**config.mk**
```make
export PLATFORM = sky130hd
export DESIGN_NAME = systolic_edge_feeder
export DESIGN_NICKNAME = d
export VERILOG_FILES = /design/src/rtl/systolic_pkg.sv /design/src/rtl/skew_lane.sv /design/src/rtl/systolic_edge_feeder.sv
export SDC_FILE = /design/constraint.sdc
export NUM_CORES = 1
export LEC_CHECK = 0
export BUFFER_PORTS_ARGS = -buffer_cell sky130_fd_sc_hd__buf_4
export CAP_MARGIN = 20
export CORE_ASPECT_RATIO = 0.5
export CORE_MARGIN = 5
export CORE_UTILIZATION = 46
export DETAILED_ROUTE_END_ITERATION = 8
export PLACE_DENSITY = 0.76
export SKIP_LAST_GASP = 1
export SYNTH_ARGS = -nofsm -noshare
export SYNTH_HDL_FRONTEND = slang
export SYNTH_SLANG_ARGS = --single-unit
```
**constraint.sdc**
```tcl
create_clock -name clk_i -period 1.3 [get_ports clk_i]
set_clock_uncertainty 0.15 [all_clocks]
set_input_delay 0.13 -clock clk_i [delete_from_list [all_inputs] [get_ports clk_i]]
set_output_delay 0.13 -clock clk_i [all_outputs]
set_load 0.005 [all_outputs]
```
**src/rtl/systolic_pkg.sv**
```systemverilog
// -----------------------------------------------------------------------------
// systolic_pkg
// Shared definitions for the PE-array operand feeder:
//   - DATA_WIDTH_DEF / DIM_DEF : default element width and array dimension
//   - state_e                  : feeder sequencing states
//   - flush_cycles()           : cycles needed to drain the skewed wavefront
//   - FLUSH_CYCLES             : flush_cycles() evaluated for DIM_DEF
// No ports (package).
// -----------------------------------------------------------------------------
package systolic_pkg;

   localparam int DATA_WIDTH_DEF = 8;
   localparam int DIM_DEF        = 4;

   typedef enum logic [2:0] {
      IDLE   = 3'd0,
      STREAM = 3'd1,
      FLUSH  = 3'd2,
      HOLD   = 3'd3,
      CLEAR  = 3'd4
   } state_e;

   // The last operand needs DIM-1 skew cycles plus DIM-1 hops to reach
   // PE(DIM-1, DIM-1), plus one edge for that PE to accumulate it.
   function automatic int flush_cycles(input int dim);
      return 2 * dim - 1;
   endfunction

   localparam int FLUSH_CYCLES = flush_cycles(DIM_DEF);

endpackage

```
**src/rtl/skew_lane.sv**
```systemverilog
// -----------------------------------------------------------------------------
// skew_lane
// DEPTH-stage register chain used to delay one operand lane.
// Ports:
//   clk_i   : clock
//   rst_ni  : synchronous, active-high reset (clears every stage)
//   d_i     : lane input, captured by stage 1
//   q_o     : output of the last stage (registered)
// -----------------------------------------------------------------------------
module skew_lane #(
   parameter int DATA_WIDTH = 8,
   parameter int DEPTH      = 1
) (
   input  logic                  clk_i,
   input  logic                  rst_ni,
   input  logic [DATA_WIDTH-1:0] d_i,
   output logic [DATA_WIDTH-1:0] q_o
);

   logic [DATA_WIDTH-1:0] stage_q [DEPTH];

   always_ff @(posedge clk_i) begin
      if (rst_ni) begin
         for (int s = 0; s < DEPTH; s++) begin
            stage_q[s] <= '0;
         end
      end else begin
         stage_q[0] <= d_i;
         for (int s = 1; s < DEPTH; s++) begin
            stage_q[s] <= stage_q[s-1];
         end
      end
   end

   assign q_o = stage_q[DEPTH-1];

endmodule

```
**src/rtl/systolic_edge_feeder.sv**
```systemverilog
// -----------------------------------------------------------------------------
// systolic_edge_feeder
// Transmit side of the PE-array operand interface. Accepts one A column and
// one B row per beat and emits them as skewed, zero-filled wavefronts on the
// west and north edges of a DIM x DIM array, then sequences the end of each
// product: FLUSH -> HOLD (res_valid_o) -> CLEAR (one-cycle clr_o) -> IDLE.
//
// Handshake: a beat is accepted on a rising clk_i edge where
// in_valid_i && in_ready_o; in_last_i is only looked at on that beat.
// There is no backpressure toward the array; both edges always advance.
//
// Ports:
//   clk_i, rst_ni          : clock, synchronous active-high reset
//   a_col_i, b_row_i       : DIM lanes of DATA_WIDTH, lane i at [i*DW +: DW]
//   in_valid_i, in_last_i  : beat valid / final k-step of the product
//   in_ready_o             : high in IDLE and STREAM (decoded from state)
//   west_o, north_o        : skewed edge operands (registered)
//   clr_o                  : one-cycle clear pulse to all PEs (registered)
//   res_valid_o            : array results are final (registered)
//   res_ack_i              : consumer captured the results (used in HOLD only)
//   busy_o                 : state != IDLE (decoded from state)
//   k_cnt_o                : accepted-beat count, saturating; only present
//                            when FEEDER_KCNT_EN is defined
// -----------------------------------------------------------------------------
module systolic_edge_feeder
   import systolic_pkg::*;
#(
   parameter int DATA_WIDTH = DATA_WIDTH_DEF,
   parameter int DIM        = DIM_DEF,
   parameter int KCNT_WIDTH = 16
) (
   input  logic                      clk_i,
   input  logic                      rst_ni,
   input  logic [DIM*DATA_WIDTH-1:0] a_col_i,
   input  logic [DIM*DATA_WIDTH-1:0] b_row_i,
   input  logic                      in_valid_i,
   input  logic                      in_last_i,
   output logic                      in_ready_o,
   output logic [DIM*DATA_WIDTH-1:0] west_o,
   output logic [DIM*DATA_WIDTH-1:0] north_o,
   output logic                      clr_o,
   output logic                      res_valid_o,
   input  logic                      res_ack_i,
   output logic                      busy_o
`ifdef FEEDER_KCNT_EN
   ,
   output logic [KCNT_WIDTH-1:0]     k_cnt_o
`endif
);

   localparam int FC = flush_cycles(DIM);
   localparam int CW = $clog2(FC + 1);

   if (DIM < 2) begin : g_bad_dim
      $error("systolic_edge_feeder: DIM must be >= 2");
   end
   if (KCNT_WIDTH < 1) begin : g_bad_kcnt
      $error("systolic_edge_feeder: KCNT_WIDTH must be >= 1");
   end

   state_e          state_q, state_d;
   logic [CW-1:0]   flush_cnt_q, flush_cnt_d;
   logic            res_valid_q, clr_q;
   logic            accept;
   logic [DIM*DATA_WIDTH-1:0] a_inj, b_inj;

   assign in_ready_o = (state_q == IDLE) || (state_q == STREAM);
   assign busy_o     = (state_q != IDLE);
   assign accept     = in_valid_i && in_ready_o;

   // Non-accept cycles inject zeros: 0*x contributes nothing to the PEs.
   assign a_inj = accept ? a_col_i : '0;
   assign b_inj = accept ? b_row_i : '0;

   for (genvar i = 0; i < DIM; i++) begin : g_lane
      skew_lane #(
         .DATA_WIDTH (DATA_WIDTH),
         .DEPTH      (i + 1)
      ) u_west (
         .clk_i  (clk_i),
         .rst_ni (rst_ni),
         .d_i    (a_inj[i*DATA_WIDTH +: DATA_WIDTH]),
         .q_o    (west_o[i*DATA_WIDTH +: DATA_WIDTH])
      );
      skew_lane #(
         .DATA_WIDTH (DATA_WIDTH),
         .DEPTH      (i + 1)
      ) u_north (
         .clk_i  (clk_i),
         .rst_ni (rst_ni),
         .d_i    (b_inj[i*DATA_WIDTH +: DATA_WIDTH]),
         .q_o    (north_o[i*DATA_WIDTH +: DATA_WIDTH])
      );
   end

   always_comb begin
      state_d     = state_q;
      flush_cnt_d = flush_cnt_q;
      case (state_q)
         IDLE, STREAM: begin
            if (accept) begin
               if (in_last_i) begin
                  state_d     = FLUSH;
                  flush_cnt_d = CW'(FC);
               end else begin
                  state_d = STREAM;
               end
            end
         end
         FLUSH: begin
            // Leave when the counter reaches zero, so FLUSH spans FC cycles.
            flush_cnt_d = flush_cnt_q - 1'b1;
            if (flush_cnt_q == CW'(1)) begin
               state_d = HOLD;
            end
         end
         HOLD: begin
            if (res_ack_i) begin
               state_d = CLEAR;
            end
         end
         CLEAR: begin
            state_d = IDLE;
         end
         default: begin
            state_d = IDLE;
         end
      endcase
   end

   // res_valid_o / clr_o are registered copies of the next-state decode so
   // they line up with the state register and can never overlap.
   always_ff @(posedge clk_i) begin
      if (rst_ni) begin
         state_q     <= IDLE;
         flush_cnt_q <= '0;
         res_valid_q <= 1'b0;
         clr_q       <= 1'b0;
      end else begin
         state_q     <= state_d;
         flush_cnt_q <= flush_cnt_d;
         res_valid_q <= (state_d == HOLD);
         clr_q       <= (state_d == CLEAR);
      end
   end

   assign res_valid_o = res_valid_q;
   assign clr_o       = clr_q;

`ifdef FEEDER_KCNT_EN
   logic [KCNT_WIDTH-1:0] k_cnt_q, k_cnt_d;

   always_comb begin
      k_cnt_d = k_cnt_q;
      if (state_q == CLEAR) begin
         k_cnt_d = '0;
      end else if (accept && (k_cnt_q != '1)) begin
         k_cnt_d = k_cnt_q + 1'b1;
      end
   end

   always_ff @(posedge clk_i) begin
      if (rst_ni) begin
         k_cnt_q <= '0;
      end else begin
         k_cnt_q <= k_cnt_d;
      end
   end

   assign k_cnt_o = k_cnt_q;
`endif

endmodule

```
==> impl_results.md, run 1 <==
- Avg Cell Area, Syn: 12.2 um^2
- Critical path buffer and inverter count: 2
- Post-route design area: 7580 um^2
- Synthesized cell area: 5050 um^2
- FMAX: 623 MHz
- Worst EP required: 1020 ps
- Leak: 3.36 nW
- Number of synthesized flops with an enable pin: 0
- Met2 routed WL: 5.46 mm
- Clock Tree Buf Depth: 2
- Global-route wire length before repair: 15.8 mm
- Num ports: 137
- CTS tree: yes
- Hold Vio Cnt, Final: 0
- Worst R2R Setup Slack: -300 ps
- Top cell type's share of synthesized area: 66.6%
- Worst stage delay on the critical path: 360 ps
- Max-slew violations: 0
- Port bufs: 136
- CP top delay family: flip-flops
- Post-synthesis sequential area ratio: 66.6%
- Clk root buf: clkbuf_16
- Maximum vdd drop: 1250 uV
- Worst Min Path Start: in_valid_i
- GP Congestion: 0.721
- Crit path time final: 1600 ps
- RSZ-0062 raised after global routing: true
- Via count: 3135
- Pin count of the biggest net entering global routing: 88
- Die area: 13300 um^2
- Leading area contributor after synthesis: dfxtp_1
- Critical Path AT: 1320 ps
- Worst-margin pin slew: 358 ps
- Worst Setup End Kind: output port
- Syn Inst Count: 415
- Row count: 27
- Worst-skew pair later-pin latency: 400 ps
- Gr ovfl total: 0
- Fraction of registers with async set/reset: 0%
- Cell breakdown of the critical path: buf_12, or3_4, buf_6
- Number of global-route vias before repair: 3292
- Setup-failing EPs final: 71
- Worst setup margin: -305 ps
- Worst r2r dst: g_lane[0].u_north.stage_q[0][1]
- Met3 wire length: 436 um
- Drc violations: 0
- N_diodes: 0
- Status: finished with violations
- DR vias/cell: 4.10
- Crit path max fanout: 5
- Area Growth Syn to Fin: 50.1%
- Clock sinks: 168
- #FFs+latches synth: 168
- Max_slew headroom: 76.2%
- Cell count of the worst hold path: 3
- Top post-synthesis cells by area: dfxtp_1, nor2b_1, and2_2
- Ys Warns: 0
- First DRT Iteration DRCs: 66
- Reg clk slew, reported paths: 60 ps
- Post-route met1 wirelength: 4.24 mm
- Worst r2r src: state_q[2]
- Hold WS: 80.5 ps
- Synth Flop Type: dfxtp_1
- Post-place instance area: 6000 um^2
- R2R depth: 6
- Sequential cell area: 3370 um^2
- Hold endpoint: state_q[0]
- Initial core utilization: 46.4%
- Core area: 10900 um^2
- Yosys cell types: 26
- Final worst-path cycle share: 123%
- Final #Nets: 678
- PwrDens: 1510 nW/um^2
- Worst slack, placed: -107 ps
- Crit path kind: flop to output port
- H-tree depth: 4
- Failing checks: setup timing
- Highest routing layer actually used: met4
- DRT antenna net count: 0
- Num CTS Buffers: 17
- WL/cell: 13.4 um
- HPWL Detailed: 5.61 mm
- Startpoint type of the worst setup path: flop
- Overall global routing resource usage: 15.2%
- Syn nets: 486
- Worst-path cell with the longest stage delay: dfxtp_4
- DR pass1 iterations: 4
- HP Class: input port to flop
- Layout cells sized above 1: 42.7%
- Initial antenna violation count: 0
- Total wire length: 10.2 mm
- Footprint of the multi-input gates: 1330 um^2
- Number of fill cells in the layout: 772
- Max Cap Violations: 0
- Die X: 158 um
- Chip Height: 84.1 um
## per-stage QoR
step	util [%]	std cells	power (mW)	setup TNS, ps
final	69.7	765	11.4	-17410
after global routing	69.7	765	11.9	-19470
after CTS	69.0	759	11.5	-15120
after detailed placement	55.2	650	6.04	-4100
after global placement	55.2	650	6.03	-1680
after floorplan	-	415	5.75	-962
## where the power goes
group | switching (mW) | internal, mW | total (mW)
Sequential | 0.0551 | 5.31 | 5.36
Combinational | 0.283 | 0.583 | 0.866
Clock | 2.09 | 3.13 | 5.22
Total | 2.42 | 9.02 | 11.4
## state kept, by name (all words and copies together), names as in the netlist
register,count
clr_o,1
flush_cnt_q,3
g_lane.u_north.stage_q,80
g_lane.u_west.stage_q,80
res_valid_o,1
state_q,3
## placed cells by master, fill, tap and decap left out, drive strengths merged, types with 4 or more instances in the layout
cell type    instances
a211oi               4
clkbuf              18
dfxtp              168
buf                165
and2                64
nor4b                4
inv                  9
dlygate4sd3         67
nor2b               97
## cell families after synthesis
kind of cell / after synthesis / share of synthesized area (%)
AO/OA/AOI/OAI: 9 / 1.41
adder cells (fa/ha/maj): 2 / 0.495
buffers and inverters: 61 / 7.78
flip-flops: 168 / 66.6
AND/OR/NAND/NOR: 175 / 23.7
## tightest hold or removal path: stages
cell	delay, ps
buf_4	110
o211ai_1	130
a211oi_1	210
## synth_stat cells (2+ instances only)
master / n
a211oi_1: 4
nand2_1: 2
dfxtp_1: 168
clkbuf_1: 9
and2_1: 11
buf_2: 2
ha_1: 2
and2_2: 53
nor2b_1: 97
nor4b_1: 3
clkbuf_2: 6
inv_1: 2
buf_4: 41
nor3_1: 3
## area by class of cell
class,instances,share of cell area (%)
timing repair buffer,232,27.3
clock inverter,14,2.43
tap,145,2.39
inverter,2,0.0990
multi-input combinational,186,17.5
sequential,168,44.5
clock buffer,18,5.79
## worst max path at each step
stage,startpoint,end,slack [ps],cells after the start
floorplan,state_q[1],g_lane[0].u_north.stage_q[0][6],-20,4
global placement,state_q[1],g_lane[1].u_west.stage_q[0][5],-50,3
detailed placement,flush_cnt_q[1],res_valid_o,-110,5
CTS,state_q[2],busy_o,-310,3
global route,state_q[2],busy_o,-330,3
finish,state_q[2],busy_o,-300,3
## layer usage
layer / global-route usage (%) / vias to the layer above
met5: 0 / -
met4: 4.88 / 0
met3: 3.88 / 8
met2: 28.5 / 70
met1: 16.7 / 1432
li1: - / 1625
## what timing repair did
action / 4_1_cts / 5_1_grt
hold buffers: 67 / 0
gates resized for setup: 21 / 11
gates cloned: 4 / 1
hold endpoints to repair: 68 / 0
endpoints found under the setup margin: 60 / 72
pin swaps: 8 / 3
setup buffers: 6 / 6
Note: power is estimated with default switching activity, not from simulation.
==> run 2: changes to the inputs <==
CORE_UTILIZATION = 51   (was 46)
PLACE_DENSITY = 0.8   (was 0.76)
clock period = 1.5 ns   (was 1.3 ns; I/O delays follow)
==> run 2 against run 1 <==
Effect of this change: the run still ends with setup timing left; non-clock buffer count decreased by 21; setup slack gained 260 ps; sequential share of layout area up 2.0 points; design area is 4.3% lower; first-iteration DRC count rose by 18%; largest power group unchanged; count of clock-buffer cells in the layout did not move; cell count fell by 4.1%; clock power fell by 15%; critical path depth down 1; highest routed layer unchanged; via count decreased by 1.9%.
==> impl_results.md, run 2 (synthesized netlist as in run 1, its figures left out) <==
- Crit path time final: 1540 ps
- Failing checks: setup timing
- Worst r2r src: state_q[1]
- Total wire length: 9.39 mm (-8.3%)
- Max-slew violations: 0 (unchanged)
- Hold Vio Cnt, Final: 0 (unchanged)
- FMAX: 648 MHz
- Leading cell types in the layout, fill and taps excluded: dfxtp_1, buf_4, nor2b_1
- Worst Min Path Start: rst_ni
- Max_slew headroom: 71.9% (-4.2 points)
- Clk root buf: clkbuf_16
- Initial antenna violation count: 0 (unchanged)
- PwrDens: 1340 nW/um^2 (-11%)
- Final worst-path cycle share: 103%
- Worst-margin pin slew: 421 ps (+63.6 ps)
- Num ports: 137 (unchanged)
- Overall global routing resource usage: 15.9% (+0.65 points)
- Leak: 3.19 nW (-5.0%)
- Status: finished with violations
- RSZ-0062 raised after global routing: true
- Most common cell after layout, fill and taps aside: dfxtp_1
- Reg clk slew, reported paths: 70 ps (about the same)
- Max Cap Violations: 0 (unchanged)
- Row count: 25 (-7.4%)
- Cell breakdown of the critical path: or3_4, buf_6
- Worst-skew pair later-pin latency: 400 ps (about the same)
- DRT antenna net count: 0 (unchanged)
- N_diodes: 0 (unchanged)
- Clock sinks: 168 (unchanged)
- DR vias/cell: 4.19 (+2.2%)
- Clock Tree Buf Depth: 2 (unchanged)
- Die area: 12100 um^2 (-8.9%)
- Global-route wire length before repair: 14.5 mm (-8.0%)
- Placed instance count: 631 (-2.9%)
- Initial core utilization: 52.9% (+6.5 points)
- Worst setup margin: -43.7 ps (+261 ps)
- Worst slack, placed: 2.51 ps (+110 ps)
- Layout cells sized above 1: 40.1% (-2.7 points)
- Port bufs: 136 (unchanged)
- Core area: 9540 um^2 (-12%)
- Crit path kind: flop to output port
- Maximum vdd drop: 1060 uV (-15%)
- Setup-failing EPs final: 8 (-89%)
- Area Growth Syn to Fin: 43.6%
- Crit path max fanout: 2 (-3)
- Final #Nets: 657 (-3.1%)
- Finished Layout Cells: 734 (-4.1%)
- Number of fill cells in the layout: 612 (-21%)
- HP Class: input port to flop
- Worst stage delay on the critical path: 380 ps (+20 ps)
- Worst EP required: 1200 ps (+180 ps)
- Startpoint type of the worst setup path: flop
- Critical Path AT: 1240 ps (-80 ps)
- Die X: 151 um (-4.7%)
- GP Congestion: 0.681 (-5.5%)
- Critical Path Start: state_q[1]
- Drc violations: 0 (unchanged)
- Worst-path cell with the longest stage delay: or3_4
- Worst R2R Setup Slack: -10 ps (+290 ps)
- HPWL Detailed: 5.17 mm (-7.8%)
- WL/cell: 12.8 um (-4.5%)
- Pin count of the biggest net entering global routing: 105 (+19%)
- H-tree depth: 4 (unchanged)
- DR pass1 iterations: 4 (unchanged)
- Number of global-route vias before repair: 3044 (-7.5%)
- Worst Setup End Kind: output port
- Gr ovfl total: 0 (unchanged)
- Biggest regs: g_lane.u_north.stage_q: 80 flops, g_lane.u_west.stage_q: 80 flops
- First DRT Iteration DRCs: 78 (+18%)
- Via count: 3075 (-1.9%)
- CTS tree: yes
- Chip Height: 80.4 um (-4.4%)
- Num CTS Buffers: 17 (unchanged)
==> run 2: cell types whose count changed in the layout (fill, tap and decap cells not counted), moves of 2 or more <==
cell	change
and2_1	+3
buf_12	-3
clkinvlp_4	+2
buf_4	-7
buf_16	-3
and2_4	-3
buf_6	-7
==> run 2: worst paths after layout <==
path,depth (start not counted),end
worst min register to register,1,g_lane[3].u_north.stage_q[3][6]
worst max-delay path,2,busy_o
worst min-delay path,3,g_lane[1].u_north.stage_q[0][15]
worst max register to register,4,g_lane[1].u_west.stage_q[0][6]
==> run 2: per-layer routing <==
layer / vias to the layer above / wire length, um / track usage (%)
met5: - / 0 / 0
met4: 0 / 191 / 7.05
met3: 19 / 509 / 5.30
met2: 88 / 5100 / 30.0
met1: 1387 / 3590 / 15.9
li1: 1581 / - / -
==> run 2: stage by stage <==
stage                     total power [mW]  hold slack (ps)  setup TNS [ps]  util, %  area (um^2)
after CTS                             9.80              134           -69.6     75.8         7230
after global placement                5.19              202               0     62.0         5910
final                                 9.74              133           -71.5     76.1         7260
after global routing                  10.1              135           -2680     76.1         7260
after detailed placement              5.21              204               0     62.0         5910
after floorplan                       4.98              122               0        -         5050
==> run 2: repair_timing <==
item | 4_1_cts | 5_1_grt
endpoints found under the setup margin | 2 | 57
pin swaps | 2 | 4
gates resized for setup | 7 | 4
buffers inserted | 2 | 2
endpoints found under the hold margin | 68 | 0
hold buffers | 67 | 0
==> run 2: critical path: cells and delay by family, from the launching register on <==
family                 cells  cell delay (ps)
and+or+nand+nor            1              380
buffers and inverters      1              120
DFF                        1              340
==> run 2: layout make-up <==
| type | count | area (um^2) | area share (%) |
|---|---|---|---|
| Tap cell | 135 | 169 | 2.33 |
| Timing Repair Buffer | 211 | 1780 | 24.6 |
| Sequential cell | 168 | 3370 | 46.5 |
| Clock buffer | 18 | 429 | 5.91 |
| Inverter | 2 | 7.51 | 0.103 |
| Multi-Input combinational cell | 186 | 1310 | 18.0 |
| Clock inverter | 14 | 185 | 2.55 |
==> run 2: power breakdown <==
group | switching (mW) | internal, mW | total (mW) | leakage, nW
sequential | 0.0387 | 4.60 | 4.64 | 1.37
clock | 1.78 | 2.67 | 4.45 | 0.291
combinational | 0.221 | 0.427 | 0.647 | 1.53
